[config.mk]
export PLATFORM = sky130hd
export DESIGN_NAME = cell_ingress_writer
export DESIGN_NICKNAME = d
export VERILOG_FILES = /design/src/rtl/cell_ingress_writer.sv
export SDC_FILE = /design/constraint.sdc
export NUM_CORES = 1
export LEC_CHECK = 0
export ABC_AREA = 1
export CORE_ASPECT_RATIO = 1.75
export CORE_UTILIZATION = 46
export CTS_BUF_LIST = sky130_fd_sc_hd__clkbuf_4
export CTS_CLUSTER_SIZE = 12
export DETAILED_ROUTE_END_ITERATION = 12
export PLACE_DENSITY = 0.82
export SETUP_SLACK_MARGIN = 0.05
export SYNTH_ARGS = -nofsm -noshare
export SYNTH_HDL_FRONTEND = slang
export SYNTH_SLANG_ARGS = --single-unit
[constraint.sdc]
create_clock -name clk -period 9.1 [get_ports clk]
set_input_delay 1.365 -clock clk [delete_from_list [all_inputs] [get_ports clk]]
set_output_delay 1.365 -clock clk [all_outputs]
set_load 0.02 [all_outputs]
[src/rtl/cell_ingress_writer.sv]
// Cell ingress writer: descriptor FIFO, admission, cell SRAM and link writes, enqueue.
// Optional statistics counters are enabled with CELL_INGRESS_STATS_EN.
module cell_ingress_writer #(
  parameter int DATA_W         = 128,
  parameter int BEATS_PER_CELL = 4,
  parameter int PTR_W          = 10,
  parameter int NUM_PORTS      = 4,
  parameter int CNT_W          = 6,
  parameter int DESC_DEPTH     = 4,
  localparam int BW            = $clog2(BEATS_PER_CELL)
) (
  input  logic                    clk,
  input  logic                    rst,
  input  logic [NUM_PORTS+CNT_W-1:0] desc_din,
  input  logic                    desc_wr,
  output logic                    desc_bp,
  input  logic [DATA_W-1:0]       data_in,
  input  logic                    data_wr,
  output logic                    data_bp,
  input  logic [PTR_W-1:0]        fq_ptr,
  input  logic                    fq_empty,
  input  logic [PTR_W:0]          fq_count,
  output logic                    fq_rd,
  output logic                    sram_wr,
  output logic [PTR_W+BW-1:0]     sram_addr,
  output logic [DATA_W-1:0]       sram_din,
  output logic                    link_wr,
  output logic [PTR_W-1:0]        link_addr,
  output logic [PTR_W-1:0]        link_din,
  output logic                    enq_valid,
  input  logic                    enq_ready,
  output logic [PTR_W-1:0]        enq_head,
  output logic [PTR_W-1:0]        enq_tail,
  output logic [NUM_PORTS-1:0]    enq_bitmap,
  output logic [CNT_W-1:0]        enq_cnt,
  output logic                    drop
`ifdef CELL_INGRESS_STATS_EN
  ,
  output logic [31:0]             stat_frames,
  output logic [31:0]             stat_drops,
  output logic [31:0]             stat_cells
`endif
);

  localparam int DW = NUM_PORTS + CNT_W;
  localparam int AW = $clog2(DESC_DEPTH);
  localparam int QW = AW + 1;
  localparam int CW = (PTR_W + 1 > CNT_W) ? PTR_W + 1 : CNT_W;

  typedef enum logic [2:0] {IDLE, ADMIT, WRITE, DROP, ENQ} state_t;

  state_t state, nxt;

  logic [DW-1:0]        fifo_mem [DESC_DEPTH];
  logic [AW-1:0]        wp, rp;
  logic [QW-1:0]        cnt_q;
  logic                 push, pop;

  logic [NUM_PORTS-1:0] f_bitmap;
  logic [CNT_W-1:0]     f_cnt;
  logic [BW-1:0]        beat_idx;
  logic [CNT_W-1:0]     cell_idx;
  logic [PTR_W-1:0]     cur_ptr, head, tail;
  logic [PTR_W-1:0]     wptr;
  logic                 accept, first, last_beat, last_cell, fq_miss;

  assign desc_bp   = (cnt_q == QW'(DESC_DEPTH));
  assign push      = desc_wr && !desc_bp;
  assign accept    = data_wr && !data_bp;
  assign first     = (beat_idx == '0);
  assign last_beat = (beat_idx == BW'(BEATS_PER_CELL - 1));
  assign last_cell = (cell_idx == f_cnt - CNT_W'(1));
  assign fq_miss   = (state == WRITE) && accept && first && fq_empty;
  assign wptr      = first ? fq_ptr : cur_ptr;

  assign enq_head   = head;
  assign enq_tail   = tail;
  assign enq_bitmap = f_bitmap;
  assign enq_cnt    = f_cnt;

  always_ff @(posedge clk) begin
    if (push) fifo_mem[wp] <= desc_din;
  end

  always_ff @(posedge clk or posedge rst) begin
    if (rst) begin
      wp    <= '0;
      rp    <= '0;
      cnt_q <= '0;
    end else begin
      if (push) wp <= wp + AW'(1);
      if (pop)  rp <= rp + AW'(1);
      unique case ({push, pop})
        2'b10:   cnt_q <= cnt_q + QW'(1);
        2'b01:   cnt_q <= cnt_q - QW'(1);
        default: cnt_q <= cnt_q;
      endcase
    end
  end

  always_comb begin
    nxt       = state;
    pop       = 1'b0;
    drop      = 1'b0;
    fq_rd     = 1'b0;
    data_bp   = 1'b1;
    enq_valid = 1'b0;
    unique case (state)
      IDLE: begin
        if (cnt_q != '0) begin
          pop = 1'b1;
          nxt = ADMIT;
        end
      end
      ADMIT: begin
        if (f_cnt == '0 || f_bitmap == '0) begin
          drop = 1'b1;
          nxt  = IDLE;
        end else if (CW'(fq_count) >= CW'(f_cnt)) begin
          nxt = WRITE;
        end else begin
          drop = 1'b1;
          nxt  = DROP;
        end
      end
      WRITE: begin
        data_bp = 1'b0;
        if (accept) begin
          // No pointer for a new cell: discard the rest of the frame.
          if (first && fq_empty) begin
            drop = 1'b1;
            nxt  = DROP;
          end else begin
            fq_rd = first;
            if (last_beat && last_cell) nxt = ENQ;
          end
        end
      end
      DROP: begin
        data_bp = 1'b0;
        if (accept && last_beat && last_cell) nxt = IDLE;
      end
      ENQ: begin
        enq_valid = 1'b1;
        if (enq_ready) nxt = IDLE;
      end
      default: nxt = IDLE;
    endcase
  end

  always_ff @(posedge clk or posedge rst) begin
    if (rst) begin
      state     <= IDLE;
      f_bitmap  <= '0;
      f_cnt     <= '0;
      beat_idx  <= '0;
      cell_idx  <= '0;
      cur_ptr   <= '0;
      head      <= '0;
      tail      <= '0;
      sram_wr   <= 1'b0;
      sram_addr <= '0;
      sram_din  <= '0;
      link_wr   <= 1'b0;
      link_addr <= '0;
      link_din  <= '0;
    end else begin
      state   <= nxt;
      sram_wr <= 1'b0;
      link_wr <= 1'b0;
      if (pop) {f_bitmap, f_cnt} <= fifo_mem[rp];
      if (state == ADMIT) begin
        beat_idx <= '0;
        cell_idx <= '0;
      end
      if ((state == WRITE || state == DROP) && accept) begin
        beat_idx <= beat_idx + BW'(1);
        if (last_beat) cell_idx <= cell_idx + CNT_W'(1);
      end
      if (state == WRITE && accept && !fq_miss) begin
        sram_wr   <= 1'b1;
        sram_addr <= {wptr, beat_idx};
        sram_din  <= data_in;
        if (first) begin
          cur_ptr <= fq_ptr;
          tail    <= fq_ptr;
          if (cell_idx == '0) begin
            head <= fq_ptr;
          end else begin
            link_wr   <= 1'b1;
            link_addr <= cur_ptr;
            link_din  <= fq_ptr;
          end
        end
      end
    end
  end

`ifdef CELL_INGRESS_STATS_EN
  always_ff @(posedge clk or posedge rst) begin
    if (rst) begin
      stat_frames <= '0;
      stat_drops  <= '0;
      stat_cells  <= '0;
    end else begin
      if (enq_valid && enq_ready && stat_frames != '1)
        stat_frames <= stat_frames + 32'd1;
      if (drop && stat_drops != '1)
        stat_drops <= stat_drops + 32'd1;
      if (fq_rd && stat_cells != '1)
        stat_cells <= stat_cells + 32'd1;
    end
  end
`endif

endmodule

---- After elaboration in Yosys (flattened, before gate mapping) ----
Memories as Yosys holds them, arrays and structs flattened. A register that Yosys moved wholly into a read port is not among the register bits.
Index checks and enable logic that the tools add are counted.
operators by class
  bitwise gates (word level) .............. 1
  $lt $le $gt $ge ......................... 1
  muxes and demuxes ....................... 34
  reduce and logical (&&, ||, !) cells .... 28
  add/subtract/negate cells ............... 7
  equal/unequal tests ..................... 14
operators by type and width
  cell                 count
  $mux 1               18
  $mux 3               6
  $mux 6               3
  $pmux 3 s5           1
  $logic_not 6->1      2
  $ge 11x6->1          1
  $logic_and 1x1->1    11
  $mux 10              1
  $ne 2x2->1 const B   4
  $add 2x1->2 const B  3
  $add 6x1->6 const B  1
  $eq 3x2->1 const B   2
  $eq 3x3->1 const B   2
  $eq 6x6->1           1
  $mux 2               3
  $pmux 3 s2           1
  $reduce_and 3->1     2
  $sub 6x1->6 const B  1
  $reduce_and 5->1     1
  $eq 2x2->1 const B   2
  $logic_not 4->1      1
  $reduce_bool 2->1    2
  $add 3x1->3 const B  1
  $eq 3x1->1 const B   1
  12 further kinds     14
storage, ports and cells
  input bits .............................. 165
  memory bits (writable) .................. 40
  memories ................................ 1
  register bits after elaboration ......... 210
  output and inout bits ................... 197
memory list
  memory    depth  bits a word  read ports  clocked after memory_dff  wr ports  line  source
  fifo_mem  4      10           1           1                         1         54    logic [DW-1:0] fifo_mem [DESC_DEPTH];

---- Depth between registers and ports, before layout ----
Gate-level depths: netlist (run 1).
  word-level depth ........................ 9
  mapped depth ............................ 14

---- Worst setup path before layout (run 1) ----
No wires, ideal clock.
  path type ............................... input to output
  from .................................... input fq_count[4]
  to ...................................... output drop
  data arrival time ....................... 2,342 ps
  data required time ...................... 7,735 ps
  path buffers ............................ 0
  cell stages on the path ................. 10
  setup slack ............................. 5,393 ps
  cell sequence ........................... ha_1 -> nand2_1 -> nand2_1 -> nand3_1 -> nand2_1 -> nor2_1 -> nand3_1 -> nand2_1 -> nand2_1 -> o21ai_0
on the way
  cells in the longest elaborated chain, start to end .. 4
RTL lines
  element          line  source
  start, declared  22    input logic [PTR_W:0] fq_count,
  $ge 11x6->1      119   end else if (CW'(fq_count) >= CW'(f_cnt)) begin
  $mux 1           119
  $mux 1           116   if (f_cnt == '0 || f_bitmap == '0) begin
  $pmux 1 s2       108   unique case (state)
  end, declared    36    output logic drop
No other way between the ends.

---- Worst setup path in the final report (run 1) ----
  from .................................... input fq_empty
  to ...................................... output fq_rd
on the way
  cells in the longest elaborated chain, start to end .. 4
RTL lines
  element            line  source
  start, declared    21    input logic fq_empty,
  $logic_and 1x1->1  130   if (first && fq_empty) begin
  $mux 1             130
  $mux 1             128   if (accept) begin
  $mux 1             108
  end, declared      23    output logic fq_rd,
No other way between the ends.

==> flow_summary.json, run 1 <==
{
  "outcome": "completed",
  "wl_per_cell_um": 16.1,
  "clock_path_buffers": 3,
  "skew_ns": 0.0323,
  "drive_gt1_share_pct": 7.60,
  "period_needed_ns": 5.30,
  "grt_usage_pct": 26.5,
  "hpwl_um": 21000,
  "peakVddDrop_uv": 209,
  "cts_num_sinks": 250,
  "required_ns": 7.74,
  "initial_core_util_pct": 47.0,
  "cpMostUsedCell": "clkdlybuf4s50_1",
  "ios": 362,
  "syn_to_final_growth_pct": 45.1,
  "grt_first_pass_wirelength_um": 45800,
  "synth.distinct_cells": 34,
  "post_cts_buffers": 0,
  "worstMarginPinSlew_ns": 1.04,
  "power_density_nw_per_um2": 337,
  "fmax_mhz": 189,
  "synth_edf_count": 40,
  "cts_hold_buffers": 0,
  "synthFlopType": "dfrtp_1",
  "fin_tns_setup_ns": 0,
  "yosys_register_bits": 250,
  "fillCellCount": 1659,
  "r2r_slack_ns": 6.17,
  "vias": 8711,
  "critPathMaxStageDelay_ns": 0.67,
  "finish.net_count": 1651,
  "drv_cap": 0,
  "yosys.area.top_type": "dfrtp_1",
  "syn_area_per_cell_um2": 9.28,
  "final_common_cell": "nand2_1",
  "critPathArrivalTime_ns": 3.94,
  "grt-ovfl-total": 0,
  "drtIter0Drc": 442,
  "worstPathCellList": "clkdlybuf4s50_1 -> a21oi_2 -> nand2_4 -> inv_4 -> nand2_2 -> inv_2 -> clkdlybuf4s50_1",
  "synth_fp_nets": 1272,
  "totalWireLength_um": 29100,
  "min_period_over_period_pct": 58.3,
  "cts_buffers": 57,
  "root_buffer": "clkbuf_4",
  "worstSetupPathType": "in2out",
  "synth.top_cell.area_share_pct": 52.0,
  "gp_congestion": 0.861,
  "avgViaCountPerCell": 4.81,
  "grt_pass1_vias": 9088,
  "cts_tree": "yes",
  "first_pass_iters": 5,
  "clk-insertion-delay-late_ns": 0.71,
  "antenna_found_initial": 7,
  "synth-seq-area-share_pct": 63.9,
  "ys_warn_count": 0,
  "min_path_type": "reg2reg",
  "final_max_slew_viol_count": 0,
  "rsz0062_at_grt": "false",
  "power.leakage_nw": 6.98,
  "die_y_um": 198,
  "cts_resized": 0,
  "cp-end-kind": "primary output",
  "mostFrequentLayoutCells": "nand2_1 (507), clkdlybuf4s50_1 (361), dfrtp_1 (210)",
  "slowest_stage": "clkdlybuf4s50_1",
  "clk_pin_slew_ns": 0.07,
  "h-tree-depth": 2,
  "fp.coreArea_um2": 21500,
  "max_slew_margin_pct": 30.7,
  "synth_cells": 1089,
  "syn-cell-area_um2": 10100,
  "drt_drc_violations_left": 0,
  "rows": 71,
  "finalHoldViolCount": 0,
  "fin_hold_ws_ns": 0.476,
  "critPathLaunchType": "input pin",
  "port_buffers": 361,
  "ys_async_sr_fraction_pct": 84.0,
  "yosys-top-cells-area": "dfrtp_1 (52%), nand2_1 (19%), edfxtp_1 (12%), inv_1 (2.5%), nor2_1 (2.3%)",
  "setup_viol": 0,
  "path_max_fanout": 39,
  "die_w_um": 114,
  "grt_max_degree": 136,
  "dieArea_um2": 22600,
  "drt.antenna.violating_nets": 0
}
-- flip-flops by register name (all words and copies together) (netlist names), 4 cells and up --
name / count
sram_addr: 12
sram_din: 128
link_din: 10
enq_head: 10
enq_tail: 10
enq_cnt: 6
cell_idx: 6
fifo_mem: 40
link_addr: 10
enq_bitmap: 4
-- cell families (layout without fill, tap and decap cells) --
| group | Yosys count | count (layout) | share of synthesized area [%] |
|---|---|---|---|
| flip-flops | 250 | 250 | 63.9 |
| AO/OA/AOI/OAI | 99 | 99 | 5.82 |
| XOR/XNOR | 6 | 6 | 0.520 |
| buffers and inverters | 115 | 539 | 4.59 |
| AND/OR/NAND/NOR | 601 | 601 | 22.9 |
| other | 0 | 7 | 0 |
| adder cells (fa/ha/maj) | 18 | 18 | 2.30 |
-- metal layers --
metal  up-vias  global-route usage, %  wire length [um]
li1       4199                      -                 -
met1      4061                   27.5             10200
met2       363                   45.4             15000
met3        88                   9.21              2430
met4         0                   16.2              1570
met5         -                      0                 0
-- synthesized netlist by cell type, types with 2 or more instances --
library cell	instances
xnor2_1	3
nand3b_1	2
nor3_1	6
nor2_1	61
nand2_2	2
xor2_1	3
edfxtp_1	40
o21ai_0	45
o21ai_2	10
nand3_1	14
buf_2	20
ha_1	17
o32ai_1	10
nand2_1	507
a21oi_1	6
clkbuf_1	23
dfrtp_1	210
inv_2	3
nand4_1	5
o21ai_1	21
inv_1	67
a211oi_1	2
-- worst paths after layout --
kind | endpoint | startpoint | cells past startpoint
max in group asynchronous | enq_tail[3]$_DFFE_PP0P_ | rst | 3
setup reg to reg | link_addr[8]$_DFFE_PP0P_ | beat_idx[0]$_DFFE_PP0P_ | 11
hold reg to reg | sram_din[71]$_DFFE_PP0P_ | sram_din[71]$_DFFE_PP0P_ | 2
hold / removal | sram_din[71]$_DFFE_PP0P_ | sram_din[71]$_DFFE_PP0P_ | 2
min in group asynchronous | sram_addr[5]$_DFFE_PP0P_ | rst | 2
setup / recovery | fq_rd | fq_empty | 7
-- critical path: cells and delay by family --
family                 cells  cell delay (ns)
and+or+nand+nor            2             0.48
AOI/OAI and AO/OA          1             0.23
buffers and inverters      4             1.83
-- power breakdown --
group          internal (W)  total, W  switching, W
sequential          0.00156   0.00183      0.000269
combinational      0.000976   0.00224       0.00126
clock              0.000433  0.000878      0.000446
-- final cells by class --
type | instances | area, um2 | share of cell area (%)
Clock buffer | 86 | 646 | 4.40
Multi-Input combinational cell | 724 | 3200 | 21.8
Tap cell | 292 | 365 | 2.49
Clock inverter | 18 | 75.1 | 0.512
Inverter | 70 | 273 | 1.86
Antenna cell | 7 | 17.5 | 0.119
Timing Repair Buffer | 365 | 3640 | 24.8
Sequential cell | 250 | 6460 | 44.0
-- per-stage QoR --
step | instance area, um2 | instances | utilization (%) | total power [W] | setup WS [ns]
3_5_place_dp | 13900 | 1701 | 64.8 | 0.00408 | 3.81
4_1_cts | 14700 | 1805 | 68.2 | 0.00499 | 3.79
3_3_place_gp | 13900 | 1701 | 64.8 | 0.00402 | 3.86
6_report | 14700 | 1812 | 68.2 | 0.00495 | 3.80
2_1_floorplan | 10100 | 1089 | - | 0.00298 | 2.00
5_1_grt | 14700 | 1812 | 68.2 | 0.00527 | 3.58
Note: power is estimated with default switching activity, not from simulation.
==> run 2: changes to the inputs <==
Settings changed: CORE_UTILIZATION 46 to 42, PLACE_DENSITY 0.82 to 0.79.
Clock period 9.1 ns to 4.3 ns, I/O delays scaled along.
==> flow_summary.json, run 2 (synthesis results as in run 1) <==
{
  "outcome": "completed",
  "peakVddDrop_uv": 459,
  "fmax_mhz": 274,
  "fillCellCount": 1905,
  "totalWireLength_um": 29700,
  "die_w_um": 119,
  "fin_tns_setup_ns": 0,
  "cts_num_sinks": 250,
  "worstMarginPinSlew_ns": 0.998,
  "clk-insertion-delay-late_ns": 0.70,
  "drive_gt1_share_pct": 7.67,
  "power_w": 0.0105,
  "die_y_um": 207,
  "critPathArrivalTime_ns": 3.00,
  "grt_pass1_vias": 9029,
  "first_pass_iters": 4,
  "h-tree-depth": 2,
  "regMostFlops": "sram_din",
  "fp.coreArea_um2": 23500,
  "clk_pin_slew_ns": 0.07,
  "setup_viol": 0,
  "mostFrequentLayoutCells": "nand2_1 (507), clkdlybuf4s50_1 (361), dfrtp_1 (210)",
  "worstPathCellList": "inv_1 -> ha_1 -> a21oi_2 -> nand2_4 -> inv_4 -> nand2_2 -> inv_2 -> clkdlybuf4s50_1",
  "critPathLaunchType": "register",
  "path_delay_family": "buffers and inverters",
  "cp-end-kind": "primary output",
  "ios": 362,
  "dpl.cell_count": 1719,
  "hpwl_um": 21300,
  "initial_core_util_pct": 43.0,
  "syn_to_final_growth_pct": 46.0,
  "drt_drc_violations_left": 0,
  "power_density_nw_per_um2": 713,
  "top_regs": "sram_din: 128 flops, fifo_mem: 40 flops, sram_addr: 12 flops",
  "final_max_slew_viol_count": 0,
  "drv_cap": 0,
  "grt_max_degree": 94,
  "antenna_found_initial": 6,
  "drtIter0Drc": 548,
  "finalHoldViolCount": 0,
  "rows": 74,
  "grt_first_pass_wirelength_um": 46900,
  "post_cts_buffers": 0,
  "clock_path_buffers": 3,
  "final_common_cell": "nand2_1",
  "gp_congestion": 0.879,
  "grt_usage_pct": 24.5,
  "cts_resized": 0,
  "power.leakage_nw": 7.01,
  "slowest_stage": "clkdlybuf4s50_1",
  "cts_tree": "yes",
  "period_needed_ns": 3.65,
  "worstSetupPathType": "reg2out",
  "vias": 8825,
  "critPathBufInv": 4,
  "avgViaCountPerCell": 4.84,
  "cts_hold_buffers": 0,
  "fin_hold_ws_ns": 0.464,
  "cts_buffers": 55,
  "finish.net_count": 1655,
  "instances_no_fill": 1822,
  "wl_per_cell_um": 16.3,
  "max_slew_margin_pct": 33.2,
  "grt-ovfl-total": 0,
  "critPathMaxStageDelay_ns": 0.60,
  "min_period_over_period_pct": 84.8,
  "rsz0062_at_grt": "false",
  "min_path_type": "in2reg",
  "port_buffers": 361,
  "required_ns": 3.65,
  "dieArea_um2": 24700,
  "drt.antenna.violating_nets": 0,
  "skew_ns": 0.0574,
  "root_buffer": "clkbuf_4",
  "largest_reg_flops": 128,
  "path_max_fanout": 41
}
-- run 2: cell type report --
type,instances,area (um2),area share [%]
Sequential cell,250,6460,43.7
Timing Repair Buffer,371,3710,25.2
Multi-Input combinational cell,724,3200,21.6
Clock buffer,82,616,4.17
Tap cell,304,380,2.58
Inverter,70,269,1.82
Clock inverter,15,115,0.780
Antenna cell,6,15.0,0.102
-- run 2: worst min-delay path: stages --
cell and delay, ns:
clkdlybuf4s50_1 0.39, nand2_1 0.06, nand2_1 0.04
-- run 2: final timing paths --
kind | startpoint | depth (start not counted) | end | slack (ns)
hold reg to reg | cnt_q[0]$_DFFE_PP0P_ | 1 | cnt_q[0]$_DFFE_PP0P_ | 0.48
setup / recovery | beat_idx[0]$_DFFE_PP0P_ | 8 | fq_rd | 0.65
hold / removal | data_in[91] | 3 | sram_din[91]$_DFFE_PP0P_ | 0.46
setup reg to reg | beat_idx[0]$_DFFE_PP0P_ | 9 | sram_din[46]$_DFFE_PP0P_ | 1.29
max in group asynchronous | rst | 3 | enq_bitmap[3]$_DFFE_PP0P_ | 2.92
min in group asynchronous | rst | 2 | enq_tail[2]$_DFFE_PP0P_ | 0.48
-- run 2: per-stage QoR --
step / instance area, um2 / utilization (%) / worst slack, ns
2_1_floorplan: 10100 / - / 0.927
3_3_place_gp: 14000 / 59.6 / 1.04
3_5_place_dp: 14000 / 59.6 / 1.01
4_1_cts: 14700 / 62.7 / 0.577
5_1_grt: 14800 / 62.8 / 0.442
6_report: 14800 / 62.8 / 0.652
-- run 2: routing by layer --
layer  global-route usage (%)  share of wire [%]
met1                     25.9                 35
met2                     42.4                 52
met3                     6.24                6.6
met4                     16.6                6.0
met5                        0                  0
-- run 2: power breakdown --
part / switching, W / internal, W
registers: 0.000583 / 0.00331
clock network: 0.000913 / 0.000990
logic: 0.00266 / 0.00207
